--- config.mk ---
export PLATFORM = sky130hd
export DESIGN_NAME = mem_access_flat
export DESIGN_NICKNAME = d
export VERILOG_FILES = /design/src/rtl/mem_access_pkg.sv /design/src/rtl/mem_access_if.sv /design/src/rtl/mem_access_load_align_ext.sv /design/src/rtl/mem_access.sv /design/src/flat_wrapper.sv
export SDC_FILE = /design/constraint.sdc
export NUM_CORES = 1
export LEC_CHECK = 0
export BUFFER_PORTS_ARGS = -buffer_cell sky130_fd_sc_hd__buf_2
export CAP_MARGIN = 40
export CORE_AREA = 2 2 88 90
export CTS_BUF_LIST = sky130_fd_sc_hd__clkbuf_8
export CTS_CLUSTER_DIAMETER = 80
export DETAILED_ROUTE_END_ITERATION = 8
export DIE_AREA = 0 0 90 92
export GPL_TIMING_DRIVEN = 0
export MAX_ROUTING_LAYER = met4
export PLACE_DENSITY = 0.78
export SLEW_MARGIN = 10
export SYNTH_ARGS = -nofsm -noshare
export SYNTH_HDL_FRONTEND = slang
export SYNTH_HIERARCHICAL = 1
export SYNTH_SLANG_ARGS = --single-unit
export TNS_END_PERCENT = 30
--- constraint.sdc ---
create_clock -name clk -period 2.4 [get_ports clk]
set_input_delay 0.24 -clock clk [delete_from_list [all_inputs] [get_ports clk]]
set_output_delay 0.24 -clock clk [all_outputs]
set_load 0.005 [all_outputs]
--- src/rtl/mem_access_pkg.sv ---
// Shared widths, funct3 encodings and FSM state type for the MEM-stage access unit.
package mem_access_pkg;

  localparam int unsigned D_WIDTH   = 32;
  localparam int unsigned RF_SIZE   = 5;
  localparam int unsigned CNT_WIDTH = 16;
  localparam int unsigned BE_WIDTH  = D_WIDTH / 8;

  localparam logic [2:0] F3_B  = 3'b000;
  localparam logic [2:0] F3_H  = 3'b001;
  localparam logic [2:0] F3_W  = 3'b010;
  localparam logic [2:0] F3_BU = 3'b100;
  localparam logic [2:0] F3_HU = 3'b101;

  typedef enum logic {
    ST_IDLE = 1'b0,
    ST_WAIT = 1'b1
  } state_e;

  function automatic logic f3_legal(input logic [2:0] f3);
    return (f3 == F3_B) || (f3 == F3_H) || (f3 == F3_W) ||
           (f3 == F3_BU) || (f3 == F3_HU);
  endfunction

endpackage

--- src/rtl/mem_access_if.sv ---
// Data-memory req/ready bus between the MEM stage (master) and data memory (slave).
interface mem_access_if;
  import mem_access_pkg::*;

  logic                req;
  logic                we;
  logic [D_WIDTH-1:0]  addr;
  logic [D_WIDTH-1:0]  wdata;
  logic [BE_WIDTH-1:0] be;
  logic                ready;
  logic [D_WIDTH-1:0]  rdata;

  modport master (output req, we, addr, wdata, be, input ready, rdata);
  modport slave  (input req, we, addr, wdata, be, output ready, rdata);
endinterface

--- src/rtl/mem_access_load_align_ext.sv ---
// Selects the addressed byte/half of a read word and sign- or zero-extends it.
module mem_access_load_align_ext
  import mem_access_pkg::*;
(
  input  logic [D_WIDTH-1:0] i_rdata,
  input  logic [1:0]         i_offset,
  input  logic [2:0]         i_funct3,
  output logic [D_WIDTH-1:0] o_data
);

  logic [4:0]         w_shamt;
  logic [D_WIDTH-1:0] w_shifted;

  assign w_shamt   = {i_offset, 3'b000};
  assign w_shifted = i_rdata >> w_shamt;

  always_comb begin
    o_data = '0;
    case (i_funct3)
      F3_B:    o_data = {{24{w_shifted[7]}}, w_shifted[7:0]};
      F3_H:    o_data = {{16{w_shifted[15]}}, w_shifted[15:0]};
      F3_W:    o_data = i_rdata;
      F3_BU:   o_data = {24'h000000, w_shifted[7:0]};
      F3_HU:   o_data = {16'h0000, w_shifted[15:0]};
      default: o_data = '0;
    endcase
  end

endmodule

--- src/rtl/mem_access.sv ---
// MEM-stage data-memory access: request/stall FSM, store lanes, fault detection,
// load extension and a saturating wait-cycle counter.
module mem_access
  import mem_access_pkg::*;
(
  input  logic                 clk,
  input  logic                 rst,
  input  logic [D_WIDTH-1:0]   alu_out_mem,
  input  logic [D_WIDTH-1:0]   w_data_mem,
  input  logic [2:0]           funct3_mem,
  input  logic                 mem_read_mem,
  input  logic                 mem_write_mem,
  input  logic                 reg_write_mem,
  mem_access_if.master         dmem,
  output logic [D_WIDTH-1:0]   r_data_mem,
  output logic                 reg_write_out,
  output logic                 stall_mem,
  output logic                 fault_mem,
  output logic [CNT_WIDTH-1:0] wait_cnt
);

  state_e               r_state;
  state_e               w_state_nxt;
  logic [CNT_WIDTH-1:0] r_wait_cnt;

  logic                 w_access;
  logic                 w_misalign;
  logic                 w_fault;
  logic                 w_req;
  logic                 w_stall;
  logic                 w_complete_load;
  logic [BE_WIDTH-1:0]  w_store_be;
  logic [D_WIDTH-1:0]   w_store_wdata;
  logic [D_WIDTH-1:0]   w_load_ext;

  assign w_access   = mem_read_mem | mem_write_mem;
  assign w_misalign = ((funct3_mem[1:0] == 2'b01) && alu_out_mem[0]) ||
                      ((funct3_mem == F3_W) && (alu_out_mem[1:0] != 2'b00));
  assign w_fault    = ~rst & w_access & (~f3_legal(funct3_mem) | w_misalign);

  always_ff @(posedge clk or posedge rst) begin
    if (rst) r_state <= ST_IDLE;
    else     r_state <= w_state_nxt;
  end

  // WAIT keeps the request up; the stalled EX/MEM register holds addr/data steady.
  always_comb begin
    w_state_nxt = r_state;
    w_req       = 1'b0;
    case (r_state)
      ST_IDLE: begin
        w_req = w_access & ~w_fault;
        if (w_req && !dmem.ready) w_state_nxt = ST_WAIT;
      end
      ST_WAIT: begin
        w_req = 1'b1;
        if (dmem.ready) w_state_nxt = ST_IDLE;
      end
      default: w_state_nxt = ST_IDLE;
    endcase
    if (rst) w_req = 1'b0;
  end

  assign w_stall = w_req & ~dmem.ready;

  always_comb begin
    w_store_be    = 4'b1111;
    w_store_wdata = w_data_mem;
    case (funct3_mem[1:0])
      2'b00: begin
        w_store_be    = BE_WIDTH'(1) << alu_out_mem[1:0];
        w_store_wdata = {4{w_data_mem[7:0]}};
      end
      2'b01: begin
        w_store_be    = alu_out_mem[1] ? 4'b1100 : 4'b0011;
        w_store_wdata = {2{w_data_mem[15:0]}};
      end
      default: ;
    endcase
  end

  assign dmem.req   = w_req;
  assign dmem.we    = w_req & mem_write_mem;
  assign dmem.addr  = {alu_out_mem[D_WIDTH-1:2], 2'b00};
  assign dmem.wdata = w_store_wdata;
  assign dmem.be    = w_req ? (mem_write_mem ? w_store_be : 4'b1111) : 4'b0000;

  mem_access_load_align_ext u_load_align_ext (
    .i_rdata  (dmem.rdata),
    .i_offset (alu_out_mem[1:0]),
    .i_funct3 (funct3_mem),
    .o_data   (w_load_ext)
  );

  assign w_complete_load = w_req & dmem.ready & ~mem_write_mem;
  assign r_data_mem      = w_complete_load ? w_load_ext : '0;
  assign reg_write_out   = ~rst & reg_write_mem & ~w_stall & ~w_fault;
  assign stall_mem       = w_stall;
  assign fault_mem       = w_fault;

  // Saturating count of stalled cycles.
  always_ff @(posedge clk or posedge rst) begin
    if (rst)                                 r_wait_cnt <= '0;
    else if (w_stall && (r_wait_cnt != '1))  r_wait_cnt <= r_wait_cnt + CNT_WIDTH'(1);
  end

  assign wait_cnt = r_wait_cnt;

endmodule

--- src/flat_wrapper.sv ---
// flat-port wrapper written by rule: the top's interface ports become plain ports
module mem_access_flat import mem_access_pkg::*;
  (clk, rst, alu_out_mem, w_data_mem, funct3_mem, mem_read_mem, mem_write_mem, reg_write_mem, r_data_mem, reg_write_out, stall_mem, fault_mem, wait_cnt, dmem_req, dmem_we, dmem_addr, dmem_wdata, dmem_be, dmem_ready, dmem_rdata);
  mem_access_if dmem_i ();
  input  logic clk;
  input  logic rst;
  input  logic [D_WIDTH-1:0] alu_out_mem;
  input  logic [D_WIDTH-1:0] w_data_mem;
  input  logic [2:0] funct3_mem;
  input  logic mem_read_mem;
  input  logic mem_write_mem;
  input  logic reg_write_mem;
  output logic [D_WIDTH-1:0] r_data_mem;
  output logic reg_write_out;
  output logic stall_mem;
  output logic fault_mem;
  output logic [CNT_WIDTH-1:0] wait_cnt;
  output wire logic [$bits(dmem_i.req)-1:0] dmem_req;
  output wire logic [$bits(dmem_i.we)-1:0] dmem_we;
  output wire logic [$bits(dmem_i.addr)-1:0] dmem_addr;
  output wire logic [$bits(dmem_i.wdata)-1:0] dmem_wdata;
  output wire logic [$bits(dmem_i.be)-1:0] dmem_be;
  input wire logic [$bits(dmem_i.ready)-1:0] dmem_ready;
  input wire logic [$bits(dmem_i.rdata)-1:0] dmem_rdata;
  assign dmem_req = dmem_i.req;
  assign dmem_we = dmem_i.we;
  assign dmem_addr = dmem_i.addr;
  assign dmem_wdata = dmem_i.wdata;
  assign dmem_be = dmem_i.be;
  assign dmem_i.ready = dmem_ready;
  assign dmem_i.rdata = dmem_rdata;
  mem_access u_core (.clk(clk), .rst(rst), .alu_out_mem(alu_out_mem), .w_data_mem(w_data_mem), .funct3_mem(funct3_mem), .mem_read_mem(mem_read_mem), .mem_write_mem(mem_write_mem), .reg_write_mem(reg_write_mem), .dmem(dmem_i), .r_data_mem(r_data_mem), .reg_write_out(reg_write_out), .stall_mem(stall_mem), .fault_mem(fault_mem), .wait_cnt(wait_cnt));
endmodule
==> results of run 1 <==
==> what timing repair did <==
| action | CTS | global route |
|---|---|---|
| gates cloned | 0 | 1 |
| resized for setup | 8 | 16 |
| hold endpoints to repair | 0 | 0 |
| setup endpoints to repair | 32 | 40 |
| pin swaps | 0 | 3 |
| buffers inserted | 0 | 2 |
==> registers in the layout (all words and copies together), names as in the netlist <==
signal	flops
u_core/wait_cnt	16
u_core/r_state	1
==> area by class of cell <==
type                            count  area, µm²
Buffer                             61        432
Clock buffer                        3       41.3
Clock inverter                      1       3.75
Fill cell                         732       3550
Inverter                            8       33.8
Multi-Input combinational cell    254       1840
Sequential cell                    17        425
Tap cell                          102        128
Timing Repair Buffer              196        991
==> placed cells by master, fill, tap and decap left out, drive strengths merged, types with 5 or more instances in the layout <==
master | synthesis | routed
o21ai | 28 | 28
mux2 | 19 | 19
nor2b | 7 | 7
buf | 53 | 252
nand2 | 38 | 38
dfrtp | 17 | 17
nor3 | 10 | 10
a211o | 7 | 7
clkbuf | 8 | 8
and2 | 35 | 35
a21oi | 8 | 8
nor4 | 6 | 6
nand3b | 6 | 6
inv | 8 | 8
nand4 | 5 | 5
a22o | 5 | 5
mux2i | 15 | 15
nor2 | 9 | 9
mux4 | 5 | 5
xor2 | 12 | 12
==> worst max-delay path by stage <==
| stage | from | to | slack, ps | cells past startpoint |
|---|---|---|---|---|
| global placement | funct3_mem[1] | r_data_mem[5] | -540 | 9 |
| detailed placement | rst | r_data_mem[5] | -560 | 7 |
| CTS | funct3_mem[0] | r_data_mem[23] | 0.02 | 8 |
| global route | funct3_mem[0] | r_data_mem[27] | -2 | 8 |
| finish | funct3_mem[0] | r_data_mem[23] | 80 | 8 |
| floorplan | funct3_mem[0] | r_data_mem[10] | 380 | 6 |
==> synthesized netlist by cell type (8+ instances only) <==
| master | count |
|---|---|
| mux2i_1 | 15 |
| o21ai_0 | 10 |
| buf_4 | 42 |
| inv_1 | 8 |
| clkbuf_1 | 8 |
| mux2_2 | 18 |
| nor3_1 | 10 |
| buf_2 | 8 |
| dfrtp_1 | 17 |
| nor2_1 | 9 |
| and2_1 | 34 |
| nand2_1 | 38 |
| xor2_1 | 12 |
| o21ai_1 | 18 |
==> where the power goes <==
group | internal (W) | switching (W)
Clock | 0.000114 | 0.000100
Sequential | 0.000335 | 0.0000639
Combinational | 0.000333 | 0.000297
==> metrics by stage <==
step	total power, W	std cells	TNS (ps)
floorplan	0.000733	340	0
global placement	0.00100	635	-12790
detailed placement	0.00102	635	-13800
CTS	0.00124	639	0
global route	0.00134	642	-2.43
finish	0.00124	642	0
==> per-layer routing <==
metal	GRT usage [%]	part of all wire, %	vias to the layer above
li1	-	-	1564
met1	25.6	36	1491
met2	42.5	52	194
met3	5.01	9.5	17
met4	6.03	1.9	0
met5	-	0	-
==> kinds of logic (layout without fill, tap and decap cells) <==
| kind of cell | after synthesis | count (layout) | synth area share (%) |
|---|---|---|---|
| and+or+nand+nor | 132 | 132 | 27.0 |
| muxes | 39 | 39 | 18.0 |
| AOI/OAI and AO/OA | 67 | 67 | 17.6 |
| other | 1 | 2 | 0.141 |
| buffers and inverters | 69 | 269 | 16.6 |
| adders and majority gates | 1 | 1 | 0.469 |
| xor gates and xnor gates | 13 | 13 | 4.27 |
| DFF | 17 | 17 | 15.9 |
==> impl_metrics.json, run 1 <==
{
  "synthesis.area_um2": 2670,
  "row_count": 32,
  "port_buffers": 193,
  "io_pins": 226,
  "max_stage_delay_ps": 560,
  "yosysSeqAreaShare_pct": 15.9,
  "hold_viol": 0,
  "grt_max_degree": 22,
  "clock_sinks": 17,
  "async_reset_ff_share_pct": 100,
  "r2r_slack_ps": 250,
  "path_cells": "buf_2 > or4_4 > a21oi_4 > o21ai_4 > nor3_4 > buf_4 > and2_1 > buf_2",
  "place_congestion": 0.948,
  "fin_ws_ps": 82.5,
  "ys_seq_elements": 17,
  "slew_headroom_pct": 53.5,
  "slowest_stage": "or4_4",
  "drt-total-wl_um": 9820,
  "clock_path_buffers": 2,
  "vias": 3266,
  "die_h_um": 92,
  "cts_hold_buffers": 0,
  "clk_latency_ps": 260,
  "grt_setup_unrepaired": "true",
  "antenna_found_initial": 0,
  "root_buffer": "clkbuf_8",
  "ys_types": 50,
  "ant_nets": 0,
  "path_class": "in2out",
  "hp-class": "in2async",
  "avgViaCountPerCell": 5.09,
  "drive_gt1_share_pct": 53.1,
  "synth.top_cell.area_share_pct": 15.9,
  "grt_pass1_vias": 3166,
  "diodes": 0,
  "htree_num_levels": 1,
  "yosys_warnings": 6,
  "max_clock_freq_mhz": 431,
  "cts_inserted_buffers": 3,
  "cts_tree": "built",
  "drv_slew": 0,
  "cp-start-kind": "primary input",
  "arrival_ps": 2080,
  "finalCritPeriodShare_pct": 96.6,
  "reg2reg_to": "u_core/wait_cnt[4]",
  "dpl_worst_slack_ps": -559,
  "status": "complete, no violations",
  "path_max_fanout": 10,
  "hold_slack_ps": 10.2,
  "drc": 0,
  "synth_edf_count": 0,
  "wl_per_cell_um": 15.3,
  "place_area_um2": 3760,
  "ys_top_cells_by_area": "dfrtp_1 (16%), buf_4 (12%), and2_1 (8.0%)",
  "die_w_um": 90,
  "fin_crit_ps": 2320,
  "grt_overflow": 0,
  "synthFlopType": "dfrtp_1",
  "r2r_cells": 6,
  "worstPathBufferInverterCount": 3,
  "track_usage_pct": 23.2,
  "syn2layout_area_growth_pct": 46.0,
  "power_density_nw_per_um2": 319,
  "synthCells": 339,
  "post-route-util_pct": 52.3,
  "die_area_um2": 8280,
  "initial_utilization_pct": 35.8,
  "fin_worst_skew_ps": 2.51,
  "drt_pass1_iterations": 4,
  "cp-end-kind": "primary output",
  "core-area_um2": 7450,
  "cap_violations": 0,
  "worst_path_most_repeated_cell": "buf_2",
  "synth.avg_cell_area_um2": 7.87,
  "hpwl_um": 8070,
  "final_area_um2": 3890,
  "crit_family": "simple AND/OR/NAND/NOR gates",
  "vdd_drop_max_mv": 0.381,
  "grt_first_pass_wirelength_um": 15300,
  "worstMarginPinSlew_ps": 694,
  "r2r-start": "u_core/wait_cnt[2]",
  "setup_viol": 0,
  "clkSlewWorstSetupHoldPaths_ps": 70,
  "drt_first_iter_violations": 116,
  "required_ps": 2160,
  "nets": 647,
  "synth_largest_area_cell": "dfrtp_1",
  "p_leak_nw": 2.15
}
Power figures use the tool's default switching activity.
==> run 2, diff against run 1 <==
--- a/config.mk
+++ b/config.mk
@@ -5,16 +5,18 @@
 export SDC_FILE = /design/constraint.sdc
 export NUM_CORES = 1
 export LEC_CHECK = 0
+export ABC_AREA = 1
 export BUFFER_PORTS_ARGS = -buffer_cell sky130_fd_sc_hd__buf_2
 export CAP_MARGIN = 40
-export CORE_AREA = 2 2 88 90
+export CORE_ASPECT_RATIO = 1.2
+export CORE_MARGIN = 2
+export CORE_UTILIZATION = 30
 export CTS_BUF_LIST = sky130_fd_sc_hd__clkbuf_8
 export CTS_CLUSTER_DIAMETER = 80
 export DETAILED_ROUTE_END_ITERATION = 8
-export DIE_AREA = 0 0 90 92
 export GPL_TIMING_DRIVEN = 0
 export MAX_ROUTING_LAYER = met4
-export PLACE_DENSITY = 0.78
+export PLACE_DENSITY = 0.62
 export SLEW_MARGIN = 10
 export SYNTH_ARGS = -nofsm -noshare
 export SYNTH_HDL_FRONTEND = slang
==> run 2 against run 1 <==
Critical path type unchanged. Design area increased by 14%. Global-route usage is 4.7 points lower. Flip-flop and latch count stayed put. Synthesized cell count grew 72%. Critical endpoint is now r_data_mem[4]. Area after synthesis rose by 22%. Worst hold slack improved by 130 ps. Sequential share of layout area fell by 1.3 points. Critical path depth is 4 higher. Total power about the same. First-iteration DRC count shrank 8.6%. Non-clock buffer count fell by 1. Largest cell class unchanged.
==> impl_metrics.json, run 2 <==
{
  "status": "complete, no violations",
  "clock_path_buffers": 2,
  "ys_seq_elements": 17,
  "cp-end-kind": "primary output",
  "ys_top_cells_by_area": "nand2_1 (27%), dfrtp_1 (13%), buf_4 (10%)",
  "grt_first_pass_wirelength_um": 17900,
  "p_leak_nw": 2.73,
  "max_stage_delay_ps": 310,
  "synthesis.area_um2": 3250,
  "synth_largest_area_cell": "nand2_1",
  "cap_violations": 0,
  "diodes": 0,
  "fillerInstances": 1180,
  "slowest_stage": "a21oi_4",
  "clock_sinks": 17,
  "clk_latency_ps": 250,
  "wl_per_cell_um": 12.1,
  "nets": 889,
  "hpwl_um": 9350,
  "seq_area_um2": 425,
  "place_area_um2": 4380,
  "cts_hold_buffers": 0,
  "io_pins": 226,
  "max_clock_freq_mhz": 468,
  "die_h_um": 118,
  "final_cell_mix": "nand2_1 (234), buf_2 (196), inv_1 (75)",
  "hold_slack_ps": 145,
  "die_w_um": 99.0,
  "vdd_drop_max_mv": 0.287,
  "cts_tree": "built",
  "final_common_cell": "nand2_1",
  "synthCells": 584,
  "power_density_nw_per_um2": 281,
  "ant_nets": 0,
  "synth.most_common_cell": "nand2_1",
  "path_cells": "buf_2 > clkbuf_2 > nor2_2 > nand2_1 > nand2_1 > nand2_2 > nand2_2 > a21oi_4 > nand3_4 > buf_6 > nor2_2 > buf_2",
  "drt_pass1_iterations": 4,
  "place_congestion": 0.869,
  "htree_num_levels": 1,
  "fin_crit_ps": 2140,
  "path_class": "in2out",
  "drt-total-wl_um": 11000,
  "reg2reg_to": "u_core/wait_cnt[15]",
  "vias": 4008,
  "initial_utilization_pct": 30.9,
  "cp-start-kind": "primary input",
  "grt_max_degree": 20,
  "track_usage_pct": 18.5,
  "syn2layout_area_growth_pct": 36.2,
  "cts_inserted_buffers": 3,
  "path_max_fanout": 10,
  "async_reset_ff_share_pct": 100,
  "dp.cells": 907,
  "drive_gt1_share_pct": 40.0,
  "avgViaCountPerCell": 4.40,
  "r2r_slack_ps": 440,
  "drc": 0,
  "synth.top_cell.area_share_pct": 27.0,
  "yosys_warnings": 6,
  "hold_viol": 0,
  "ys_types": 33,
  "synth_commonest_cells": "nand2_1 (234), inv_1 (74), buf_4 (44), nand3_1 (37)",
  "worstMarginPinSlew_ps": 718,
  "required_ps": 2160,
  "clkSlewWorstSetupHoldPaths_ps": 70,
  "grt_pass1_vias": 3783,
  "synth_edf_count": 0,
  "core-area_um2": 10500,
  "finalCritPeriodShare_pct": 89.1,
  "fin_tns_setup_ps": 0,
  "drv_slew": 0,
  "grt_overflow": 0,
  "synth.avg_cell_area_um2": 5.56,
  "r2r-start": "u_core/wait_cnt[1]",
  "final_area_um2": 4420,
  "row_count": 41,
  "port_buffers": 193,
  "multiInputGateArea_um2": 2050,
  "setup_viol": 0,
  "antenna_found_initial": 0,
  "p_total_w": 0.00124,
  "r2r_cells": 9,
  "root_buffer": "clkbuf_8",
  "layout.cells.non_filler": 911,
  "drt_first_iter_violations": 106,
  "cts_post_setup_buffers_inserted": 0,
  "arrival_ps": 1900,
  "yosysSeqAreaShare_pct": 13.1,
  "die_area_um2": 11700,
  "hp-class": "in2async",
  "grt_setup_unrepaired": "false",
  "synthFlopType": "dfrtp_1",
  "fin_worst_skew_ps": 1.02,
  "slew_headroom_pct": 52.1,
  "post_cts_resized": 0,
  "largest_reg_flops": 16
}
==> run 2: changes by cell type after synthesis, sizes merged, moves of 7 or more <==
| cell | change |
|---|---|
| nor2 | +58 |
| a211o | -7 |
| nand3 | +45 |
| nand2 | +201 |
| inv | +70 |
| nor2b | -7 |
| and2 | -35 |
| mux2 | -19 |
| o21ai | -13 |
| nand4 | +17 |
| mux2i | -15 |
==> run 2: cells by family after synthesis <==
kind of cell / count (synthesis) / share of synthesized area (%)
AOI/OAI and AO/OA: 26 / 4.66
xor gates and xnor gates: 10 / 2.70
adders and majority gates: 1 / 0.385
DFF: 17 / 13.1
buffers and inverters: 143 / 23.9
other: 1 / 0.115
and+or+nand+nor: 386 / 55.1
==> run 2: cell type report <==
type                    instances  area share [%]
flip-flops and latches         17            9.62
inverters                      80            6.84
clock inverters                 1          0.0848
repair buffers                193            21.8
multi-input cells             425            46.3
well taps                     129            3.65
clock buffers                   3           0.933
plain buffers                  63            10.7
==> run 2: power by group <==
| group | internal [W] | switching, W | total, W | leakage (nW) |
|---|---|---|---|---|
| Sequential | 0.000319 | 0.0000463 | 0.000365 | 0.231 |
| Clock | 0.000114 | 0.000103 | 0.000216 | 0.0269 |
| Combinational | 0.000302 | 0.000359 | 0.000661 | 2.48 |
==> run 2: metrics by stage <==
step / setup WS (ps) / util (%)
after global routing: 82.5 / 42.1
final: 262 / 42.1
after floorplan: 779 / -
after detailed placement: 255 / 41.6
after global placement: 271 / 41.6
after CTS: 252 / 42.1
==> run 2: how the worst max path moves through the flow <==
stage / from / end / slack [ps]
after global placement: funct3_mem[1] / r_data_mem[4] / 270
after floorplan: u_core/wait_cnt[0] / u_core/wait_cnt[14] / 780
after detailed placement: funct3_mem[1] / r_data_mem[4] / 260
final: funct3_mem[1] / r_data_mem[4] / 260
after global routing: funct3_mem[0] / r_data_mem[4] / 80
after CTS: funct3_mem[1] / r_data_mem[4] / 250
==> run 2: critical path, delay by kind of cell <==
kind | cells | cell delay [ps]
buffers and inverters | 4 | 620
AOI/OAI and AO/OA | 1 | 310
and+or+nand+nor | 7 | 730
==> run 2: per-layer routing <==
metal	global-route usage [%]	wire length (µm)	vias up
met5	-	0	-
met4	3.60	109	0
met3	1.48	628	10
met2	33.1	5510	131
met1	22.7	4790	1725
li1	-	-	2142
==> run 3, diff against run 2 <==
--- a/config.mk
+++ b/config.mk
@@ -15,7 +15,6 @@
 export CTS_CLUSTER_DIAMETER = 80
 export DETAILED_ROUTE_END_ITERATION = 8
 export GPL_TIMING_DRIVEN = 0
-export MAX_ROUTING_LAYER = met4
 export PLACE_DENSITY = 0.62
 export SLEW_MARGIN = 10
 export SYNTH_ARGS = -nofsm -noshare
==> constraint.sdc (replaced) <==
create_clock -name clk -period 2.25 [get_ports clk]
set_input_delay 0.225 -clock clk [delete_from_list [all_inputs] [get_ports clk]]
set_output_delay 0.225 -clock clk [all_outputs]
set_load 0.05 [all_outputs]
==> run 3 against run 2 <==
Critical endpoint unchanged. Routed wire length grew 0.43%. Setup slack got worse by 96 ps. Non-clock buffer count up 2. Register-to-register slack worse by 160 ps.
==> impl_metrics.json, run 3 (same netlist as run 2, synthesis figures left out) <==
{
  "status": "complete, no violations",
  "grt_overflow": 0,
  "r2r_cells": 9,
  "grt_first_pass_wirelength_um": 17900,
  "required_ps": 2030,
  "io_pins": 226,
  "vdd_drop_max_mv": 0.460,
  "switching_share_pct": 55.5,
  "hpwl_um": 9350,
  "slew_headroom_pct": 51.9,
  "finalCritPeriodShare_pct": 92.6,
  "ant_nets": 0,
  "path_class": "in2out",
  "hp-class": "in2async",
  "place_area_um2": 4380,
  "internal-power_w": 0.000792,
  "final_common_cell": "nand2_1",
  "htree_num_levels": 1,
  "p_total_w": 0.00178,
  "slowest_stage": "buf_2",
  "path_cells": "buf_2 > clkbuf_2 > nor2_2 > nand2_1 > nand2_1 > nand2_2 > nand2_2 > a21oi_4 > nand3_4 > buf_6 > nor2_2 > buf_2",
  "power_density_nw_per_um2": 401,
  "worstMarginPinSlew_ps": 720,
  "cap_violations": 0,
  "wl_per_cell_um": 12.1,
  "fin_tns_setup_ps": 0,
  "clock_path_buffers": 2,
  "drc": 0,
  "drt_pass1_iterations": 4,
  "die_w_um": 99.0,
  "setup_viol": 0,
  "r2r_slack_ps": 280,
  "drv_slew": 0,
  "avgViaCountPerCell": 4.41,
  "p_leak_nw": 2.74,
  "cts_hold_buffers": 0,
  "grt_setup_unrepaired": "false",
  "root_buffer": "clkbuf_8",
  "largest_reg_flops": 16,
  "crit_start": "funct3_mem[1]",
  "core-area_um2": 10500,
  "clk_latency_ps": 250,
  "r2r-start": "u_core/wait_cnt[1]",
  "vias": 4025,
  "grt_pass1_vias": 3793,
  "cts_tree": "built",
  "final_cell_mix": "nand2_1 (234), buf_2 (196), inv_1 (75)",
  "pwr-share-clk_pct": 13.0,
  "port_buffers": 193,
  "max_stage_delay_ps": 280,
  "row_count": 41,
  "die_h_um": 118,
  "cts_post_setup_buffers_inserted": 2,
  "diodes": 0,
  "path_max_fanout": 10,
  "grt_max_degree": 20,
  "initial_utilization_pct": 30.9,
  "die_area_um2": 11700,
  "drt-total-wl_um": 11100,
  "endpoint": "r_data_mem[4]",
  "final_area_um2": 4440,
  "nets": 891,
  "cts_inserted_buffers": 3,
  "clkSlewWorstSetupHoldPaths_ps": 70,
  "cp-end-kind": "primary output",
  "drive_gt1_share_pct": 40.2,
  "drt_first_iter_violations": 101,
  "max_clock_freq_mhz": 480,
  "track_usage_pct": 18.0,
  "post_cts_resized": 0,
  "reg2reg_to": "u_core/wait_cnt[15]",
  "cp-start-kind": "primary input",
  "switchingPower_w": 0.000988,
  "power_frac_comb_pct": 65.1,
  "antenna_found_initial": 0,
  "arrival_ps": 1860,
  "clock_sinks": 17,
  "fin_worst_skew_ps": 2.52,
  "p_seq_share_pct": 21.9,
  "place_congestion": 0.855,
  "hold_viol": 0,
  "syn2layout_area_growth_pct": 36.7,
  "fin_crit_ps": 2080,
  "hold_slack_ps": 130
}
-- run 3: cell types whose count changed in the layout (fill, tap and decap cells not counted), sizes merged --
cell,previous run,this run
buf,250,252
-- run 3: layout make-up --
class,instances,area [µm²]
Fill cell,1178,6080
Multi-Input combinational cell,425,2050
Timing Repair Buffer,195,981
Buffer,63,474
Sequential cell,17,425
Inverter,80,303
Tap cell,129,161
Clock buffer,3,41.3
Clock inverter,1,3.75
-- run 3: critical path, delay by kind of cell --
kind / cells / cell delay [ps]
buffers and inverters: 4 / 760
and+or+nand+nor: 7 / 680
AOI/OAI and AO/OA: 1 / 190
-- run 3: through the flow --
step	worst slack [ps]	instances	util (%)
floorplan	264	585	-
global placement	0.540	907	41.6
detailed placement	-15.3	907	41.6
CTS	168	913	42.2
global route	25.7	913	42.2
finish	166	913	42.2
-- run 3: power groups by stage --
stage | logic (W) | registers, W | clock network, W
final | 0.00116 | 0.000390 | 0.000231
after CTS | 0.00116 | 0.000390 | 0.000242
after floorplan | 0.000755 | 0.000505 | 0
after detailed placement | 0.00116 | 0.000395 | 0
after global placement | 0.00115 | 0.000396 | 0
after global routing | 0.00125 | 0.000397 | 0.000256
-- run 3: worst min path at each step --
stage,startpoint,end,slack [ps],depth (start not counted)
after floorplan,rst,u_core/r_state,180,1
after global placement,rst,u_core/wait_cnt[11],440,2
after detailed placement,rst,u_core/r_state,440,2
after CTS,rst,u_core/wait_cnt[13],160,2
final,rst,u_core/wait_cnt[11],130,2
after global routing,rst,u_core/wait_cnt[11],200,2
-- run 3: metal layers --
layer	up-vias	track usage (%)	share of wire, %
met5	-	0	0
met1	1736	22.5	43
met2	128	33.1	50
met3	14	1.78	5.7
li1	2147	-	-
met4	0	3.60	1.2
